`config.mk`:
```
export PLATFORM = sky130hd
export DESIGN_NAME = concat2d_stream_sched
export DESIGN_NICKNAME = d
export VERILOG_FILES = /design/src/rtl/concat2d_stream_sched.sv
export SDC_FILE = /design/constraint.sdc
export NUM_CORES = 1
export LEC_CHECK = 0
export BUFFER_PORTS_ARGS = -buffer_cell sky130_fd_sc_hd__buf_2
export CAP_MARGIN = 20
export CORE_MARGIN = 4
export CORE_UTILIZATION = 30
export CTS_BUF_LIST = sky130_fd_sc_hd__clkbuf_4 sky130_fd_sc_hd__clkbuf_8
export DETAILED_ROUTE_END_ITERATION = 8
export GPL_ROUTABILITY_DRIVEN = 0
export PLACE_DENSITY_LB_ADDON = 0.08
export SLEW_MARGIN = 5
export SYNTH_ARGS = -nofsm -noshare
export SYNTH_HDL_FRONTEND = slang
export SYNTH_SLANG_ARGS = --single-unit
export TNS_END_PERCENT = 30
```
`constraint.sdc`:
```
create_clock -name clk -period 2.4 [get_ports clk]
set_input_delay 0.12 -clock clk [delete_from_list [all_inputs] [get_ports clk]]
set_output_delay 0.12 -clock clk [all_outputs]
set_load 0.005 [all_outputs]
```
`src/rtl/concat2d_stream_sched.sv`:
```
// concat2d_stream_sched: serialises A elements then B elements per frame through one output register.
module concat2d_stream_sched #(
  parameter int A_CH  = 1,
  parameter int B_CH  = 1,
  parameter int IN_H  = 1,
  parameter int IN_W  = 1,
  parameter int WIDTH = 16
) (
  input  logic                    clk,
  input  logic                    rst,
  input  logic                    a_valid,
  output logic                    a_ready,
  input  logic signed [WIDTH-1:0] a_data,
  input  logic                    b_valid,
  output logic                    b_ready,
  input  logic signed [WIDTH-1:0] b_data,
  output logic                    out_valid,
  input  logic                    out_ready,
  output logic signed [WIDTH-1:0] out_data,
  output logic                    out_last,
  output logic                    out_sel_b,
  output logic                    frame_done,
  output logic                    busy
);
  localparam int A_BEATS = A_CH * IN_H * IN_W;
  localparam int B_BEATS = B_CH * IN_H * IN_W;
  localparam int MAX_BEATS = A_BEATS > B_BEATS ? A_BEATS : B_BEATS;
  localparam int CW = $clog2(MAX_BEATS + 1);
  typedef enum logic {S_A, S_B} state_t;
  state_t st_q, st_d;
  logic [CW-1:0] cnt_q, cnt_d;
  logic signed [WIDTH-1:0] data_q, data_d;
  logic valid_q, valid_d, last_q, last_d, sel_q, sel_d, fd_q, fd_d;
  logic pipe_ready, acc, wrap, end_b;
  always_comb begin
    pipe_ready = !valid_q || out_ready;
    a_ready = (st_q == S_A) && pipe_ready;
    b_ready = (st_q == S_B) && pipe_ready;
    acc = (a_valid && a_ready) || (b_valid && b_ready);
    end_b = (st_q == S_B) && (cnt_q == CW'(B_BEATS - 1));
    wrap = end_b || ((st_q == S_A) && (cnt_q == CW'(A_BEATS - 1)));
    cnt_d = acc ? (wrap ? '0 : cnt_q + 1'b1) : cnt_q;
    st_d = (acc && wrap) ? ((st_q == S_A) ? S_B : S_A) : st_q;
    valid_d = acc || (valid_q && !out_ready);
    data_d = acc ? ((st_q == S_B) ? b_data : a_data) : data_q;
    sel_d = acc ? (st_q == S_B) : sel_q;
    last_d = acc ? end_b : last_q;
    fd_d = valid_q && out_ready && last_q;
  end
  always_ff @(posedge clk) begin
    if (rst) begin
      st_q <= S_A;
      cnt_q <= '0;
      valid_q <= 1'b0;
      data_q <= '0;
      last_q <= 1'b0;
      sel_q <= 1'b0;
      fd_q <= 1'b0;
    end else begin
      st_q <= st_d;
      cnt_q <= cnt_d;
      valid_q <= valid_d;
      data_q <= data_d;
      last_q <= last_d;
      sel_q <= sel_d;
      fd_q <= fd_d;
    end
  end
  assign out_valid = valid_q;
  assign out_data = data_q;
  assign out_last = last_q;
  assign out_sel_b = sel_q;
  assign frame_done = fd_q;
  assign busy = (st_q == S_B) || (cnt_q != '0) || (valid_q && !last_q);
endmodule

```
### Yosys cells after proc, flatten, opt, wreduce, memory -nomap -nowiden

Index checks and enable logic that the tools add are counted.

| storage, ports and cells | value |
|---|---|
| output and inout bits | 23 |
| register bits | 22 |
| logic and storage cells | 33 |

| operators by class | value |
|---|---|
| bitwise operators | 2 |
| reduce and logical (&&, ||, !) cells | 20 |
| muxes and demuxes | 3 |
| add/sub/neg operators | 1 |

Operators with widths:

| cell | number |
|---|---|
| 2-to-1 mux 16 bit | 1 |
| logical AND 1 bit | 11 |
| logical OR 1 bit | 6 |
| zero test 1 bit | 3 |
| 2-to-1 mux 1 bit | 2 |
| inverter 1 bit | 2 |
| adder 1 bit, second input constant | 1 |

### Longest topological paths before layout

Gate-level depths: netlist (run 1).

| logic depth | value |
|---|---|
| word-level depth | 6 |
| mapped depth | 6 |
| mapped depth without buffers | 3 |

### Least setup slack after synthesis (run 1)

Ideal clock, no wire load.

| timing path | value |
|---|---|
| path type | reg-to-reg |
| start | register st_q |
| end | register data_q[10], in the netlist out_data[10] |
| stages on the path, launching flop included | 7 |
| path buffers | 3 |
| slack | 998 ps |
| library setup time | 81 ps |
| arrival time | 1321 ps |
| required time | 2319 ps |
| cells stage by stage | dfxtp_1 > buf_6 > mux2_4 > and2_4 > buf_6 > buf_6 > a211oi_2 |

| between the ends | value |
|---|---|
| cells in the longest elaborated chain, start to end | 4 |
| elaborated cells between the ends (all ways) | 7 |
| classes of those cells | 1 x mux; 1 x bitwise; 5 x reduce/logical |

RTL lines:

| element | RTL line | RTL |
|---|---|---|
| start, declared | 30 | `state_t st_q, st_d;` |
| start signal, assigned | 60 | `st_q <= st_d;` |
| inverter 1 bit | - |  |
| logical AND 1 bit | 37 | `a_ready = (st_q == S_A) && pipe_ready;` |
| logical AND 1 bit | 39 | `acc = (a_valid && a_ready) \|\| (b_valid && b_ready);` |
| logical OR 1 bit | 39 |  |
| end signal, assigned | 63 | `data_q <= data_d;` |
| end, declared | 32 | `logic signed [WIDTH-1:0] data_q, data_d;` |

Parallel ways exist; a longest one is shown, timed or not.
A chain may end at the register's enable or synchronous reset.

### Worst setup path in the final report (run 1)

| timing path | value |
|---|---|
| start | register valid_q, in the netlist out_valid |
| end | output b_ready |

| between the ends | value |
|---|---|
| cells in the longest elaborated chain, start to end | 3 |

RTL lines:

| element | RTL line | RTL |
|---|---|---|
| start, declared | 33 | `logic valid_q, valid_d, last_q, last_d, sel_q, sel_d, fd_q, fd_d;` |
| start signal, assigned | 62 | `valid_q <= valid_d;` |
| zero test 1 bit | 36 | `pipe_ready = !valid_q \|\| out_ready;` |
| logical OR 1 bit | 36 |  |
| logical AND 1 bit | 38 | `b_ready = (st_q == S_B) && pipe_ready;` |
| end, declared | 15 | `output logic b_ready,` |

Every way passes these cells.

==> results of run 1 <==
==> per-layer routing <==
layer  share of wire  wire length (um)  vias up
met4          0.0049                13        0
li1                -                 -      489
met3           0.062               167        2
met5               0                 0        -
met1            0.44              1170      453
met2            0.49              1323       30
==> flip-flops by register name (all words and copies together) (netlist names) <==
register	flops
cnt_q	1
frame_done	1
out_data	16
out_last	1
out_sel_b	1
out_valid	1
st_q	1
==> power groups by stage <==
stage	registers [uW]	logic, uW	clock network (uW)
floorplan	428	140	0
global placement	427	217	0
detailed placement	427	221	0
CTS	419	222	170
global route	425	244	186
finish	418	218	158
==> stage by stage <==
stage	utilization	total power [uW]	hold slack, ps
floorplan	-	568.3	298.8
global placement	0.4033	644.1	417.1
detailed placement	0.4033	647.6	431.4
CTS	0.4100	810.9	107.1
global route	0.4100	854.2	112.4
finish	0.4100	795.1	122.2
==> final cells by class <==
| class | count | area, um2 |
|---|---|---|
| Tap cell | 46 | 57.56 |
| Clock buffer | 3 | 22.52 |
| Timing Repair Buffer | 60 | 302.8 |
| Multi-Input combinational cell | 69 | 548.0 |
| Inverter | 2 | 7.507 |
| Fill cell | 371 | 1984 |
| Sequential cell | 22 | 440.4 |
==> final timing paths <==
| kind | from | endpoint | depth (start not counted) |
|---|---|---|---|
| worst max register to register | out_valid | out_data[1] | 3 |
| worst min register to register | cnt_q | cnt_q | 2 |
| worst max-delay path | out_valid | b_ready | 3 |
| worst min-delay path | out_ready | frame_done | 2 |
==> layout by cell type (no fill, tap or decap), drive strengths merged <==
cell type	count
o21ba	1
and4	1
buf	60
a21oi	17
a31oi	1
a21boi	1
nor2b	1
and2	2
dfxtp	22
mux2i	16
and4b	1
inv	2
a211oi	16
o21ai	1
mux2	1
nand2b	1
nor3	2
clkbuf	3
nor2	5
nor3b	1
nor4	1
==> worst max-delay path: stages, from the launching register on <==
cell	delay (ps)
dfxtp_1	390
nand2b_1	470
and2_1	360
buf_2	120
==> cell families (layout without fill, tap and decap cells) <==
| logic type | Yosys count | count (layout) | share of synthesized area |
|---|---|---|---|
| AOI/OAI and AO/OA | 37 | 37 | 0.2639 |
| and+or+nand+nor | 15 | 15 | 0.08878 |
| muxes | 17 | 17 | 0.1657 |
| buffers and inverters | 12 | 65 | 0.06508 |
| DFF | 22 | 22 | 0.4166 |
==> impl_metrics.ini, run 1 <==
[run_status]
status = complete, no violations

[timing]
rsz0062_at_grt = no
fmax_mhz = 566.6
tightest_slew_ps = 837.7
fin_skew_ps = 7.553
hold_viol_final = 0
timing.final.ws_setup_ps = 635.0
period_needed_ps = 1765
slew_headroom = 0.4415
setup_violations = 0
slew_violations = 0
fin_tns_setup_ps = 0
fin_crit_sh = 0.7354

[power]
power.leakage_uw = 0.0006179
seq_power_share = 0.526
power.share.combinational = 0.275
pwr_density_cell_nw_per_um2 = 576.6
ir_drop_mv = 0.1688
p_clk_frac = 0.199
cellInternalPower_uw = 565.0
p_sw_uw = 230.0
swShare = 0.2893

[floorplan]
start_util = 0.3144
fp-row-count = 21
die_w_um = 67.37
ios = 60
core_um2 = 3363
die_h_um = 67.37
die-area_um2 = 4538

[drt]
vias = 974
wl_mm = 2.674
drtIter0Drc = 27
drcViolationCount = 0
wl_per_cell_um = 13.24
drtPass1Iterations = 4
ant_nets = 0
via_per_inst = 4.822

[synth]
synth_most_common_cell = dfxtp_1
synthTopCellsByCount = dfxtp_1 (22), a21oi_1 (17), mux2i_1 (16)
ys_ff_latch = 22
post_synth_main_area_contributors = dfxtp_1 (42%), mux2i_1 (15%), a211oi_2 (11%), a21oi_1 (8.0%), a211oi_1 (5.0%)
netlist_area_um2 = 1057
syn_nets = 140
ys_types = 25
syn_avg_cell_area_um2 = 10.26
ys_seq_area_frac = 0.4166
synth_edf_count = 0
synth_top_area_cell = dfxtp_1
synth_ff_type = dfxtp_1
synth_top_area_frac = 0.4166
syn-instance-count = 103
yosysWarnings = 0
synthArstFlopShare = 0

[clock_tree]
cts_buffer_depth = 2
cts.hold.buffers_added = 0
cts_root_buffer = clkbuf_4
clk_pin_slew_ps = 120
numCtsBuffers = 3
cts_tree = done
cts.repair.resized = 0
h-tree-depth = 1
clock_latency_ps = 290
clock_sinks = 22
post-cts-setup-buffers = 0

[final_layout]
synthToLayoutAreaGrowth_pct = 30.41
antenna_cells = 0
final_area_um2 = 1379
final_nets = 195
fin_cells = 202
layout-drive-gt1-share = 0.4872

[place]
dp_hpwl_mm = 1.946
dp_slack_ps = 794.5
dp_cells = 199
io_buffer_count = 59
placed_area_um2 = 1356

[critical_path]
crit_type = register to output port
cp_max_fo = 22
end_kind = output port
startpoint_type = register
r2r_setup_slack_ps = 740
critical_path_arrival_ps = 1650
crit_required_ps = 2280

[grt]
use_met2 = 0.2258
grt.met3_usage = 0.02163
antenna_found_initial = 0
grtUsageMet1 = 0.1475
grt_pass1_wl_mm = 4.402
grt_busiest_layer = met2
gr-usage-all-layers = 0.1243
overflow = 0
grt_max_degree = 24
first_global_vias = 1021

[worst_hold_path]
hp-class = primary input to register

[flow_run]
drv_cap = 0
No activity file was read; power rests on OpenSTA's default activity.
==> run 2: changes to the inputs <==
==> constraint.sdc (replaced) <==
create_clock -name clk -period 1.55 [get_ports clk]
set_input_delay 0.0775 -clock clk [delete_from_list [all_inputs] [get_ports clk]]
set_output_delay 0.0775 -clock clk [all_outputs]
set_load 0.005 [all_outputs]
==> run 2 against run 1 <==
Net effect:
- final cell count grew 1.5%
- sequential share of layout area down 0.71 points
- core utilization rose by 0.93 points
- largest power group unchanged
- highest routed layer unchanged
==> impl_metrics.ini, run 2 (synthesis gave the netlist of run 1 again) <==
[critical_path]
cp_max_fo = 9
critical_path_arrival_ps = 1320
crit_required_ps = 1470
rr_startpoint = st_q
max_stage_delay_ps = 410
crit_start = out_valid
cp_slowest_cell = dfxtp_1
end_kind = output port
startpoint_type = register
crit_type = register to output port
crit_chain = nand2b_2 > buf_4 > and2_1 > buf_2

[final_layout]
layout_commonest_cell = buf_2
synthToLayoutAreaGrowth_pct = 33.37
fin_cells = 205
final_area_um2 = 1410
final_cell_mix = buf_2 (59), dfxtp_1 (22), a21oi_1 (17)
layout-drive-gt1-share = 0.5031
fill_cells = 365
antenna_cells = 0
largest_reg_flops = 16
final_nets = 197

[timing]
fmax_mhz = 716.5
fin_crit_sh = 0.9004
period_needed_ps = 1396
setup_violations = 0
tightest_slew_ps = 498.6
hold_viol_final = 0
fin_skew_ps = 1.114
rsz0062_at_grt = no
fin_tns_setup_ps = 0
slew_headroom = 0.6676
slew_violations = 0

[drt]
wl_mm = 2.688
drtIter0Drc = 15
vias = 959
via_per_inst = 4.678
drtPass1Iterations = 2
drcViolationCount = 0
wl_per_cell_um = 13.11
ant_nets = 0

[power]
ir_drop_mv = 0.6988
swShare = 0.2882
p_clk_frac = 0.245
power.share.combinational = 0.261
power.leakage_uw = 0.0006342
p_sw_uw = 377.5
pwr_density_cell_nw_per_um2 = 928.9
cellInternalPower_uw = 932.2
seq_power_share = 0.495

[grt]
gr-usage-all-layers = 0.1257
overflow = 0
antenna_found_initial = 0
first_global_vias = 1000
grt_max_degree = 24
grt_pass1_wl_mm = 4.395

[floorplan]
fp-row-count = 21
die_h_um = 67.37
core_um2 = 3363
ios = 60
die_w_um = 67.37
die-area_um2 = 4538
start_util = 0.3144

[clock_tree]
cts_root_buffer = clkbuf_4
cts_buffer_depth = 2
clock_sinks = 22
cts.hold.buffers_added = 0
numCtsBuffers = 3
clk_pin_slew_ps = 120
clock_latency_ps = 300
h-tree-depth = 1
cts_tree = done

[place]
dp_cells = 201
placed_area_um2 = 1371
io_buffer_count = 59
dp_hpwl_mm = 1.974

[run_status]
status = complete, no violations

[worst_hold_path]
hp-class = primary input to register
worstHoldStart = out_ready

[flow_run]
drv_cap = 0
## run 2: metal layers
metal | GRT usage | share of wire | up-vias
met1 | 0.1455 | 0.45 | 431
met5 | 0 | 0 | -
met2 | 0.2258 | 0.48 | 30
met4 | 0.02278 | 0.0067 | 0
met3 | 0.04160 | 0.058 | 2
li1 | - | - | 496
## run 2: cell type report
class | instances | area, um2 | share of cell area
timing repair buffer | 62 | 317.8 | 0.2254
tap | 46 | 57.56 | 0.04082
multi-input combinational | 69 | 550.5 | 0.3904
clock buffer | 4 | 36.28 | 0.02573
inverter | 2 | 7.507 | 0.005324
sequential | 22 | 440.4 | 0.3123
## run 2: path summary, 6_finish.rpt
| path | depth (start not counted) | slack, ps | endpoint |
|---|---|---|---|
| hold reg to reg | 2 | 520 | out_sel_b |
| setup reg to reg | 3 | 190 | out_data[3] |
| hold / removal | 2 | 50 | frame_done |
| setup / recovery | 4 | 150 | b_ready |
## run 2: worst max-delay path: cells and delay by family, from the launching register on
kind,cells,cell delay [ps]
simple gates,2,290
flops,1,410
buf+inv,2,310
## run 2: timing repair
action / in CTS / in global routing
gates resized for setup: 0 / 1
setup endpoints to repair: 0 / 1
setup buffers: 0 / 0
## run 2: power groups by stage
stage	Sequential, uW	Combinational (uW)	Clock (uW)
final	648	342	320
after detailed placement	661	345	0
after global placement	661	341	0
after global routing	657	381	353
after CTS	649	347	330
after floorplan	663	217	0
## run 2: metrics by stage
step,hold WS [ps],power [uW],setup slack [ps],util
after global routing,58.09,1391,51.50,0.4193
after CTS,37.11,1326,69.15,0.4185
final,49.52,1310,154.3,0.4193
after detailed placement,370.5,1006,196.5,0.4077
after floorplan,256.3,879.9,148.0,-
after global placement,370.5,1002,258.7,0.4077
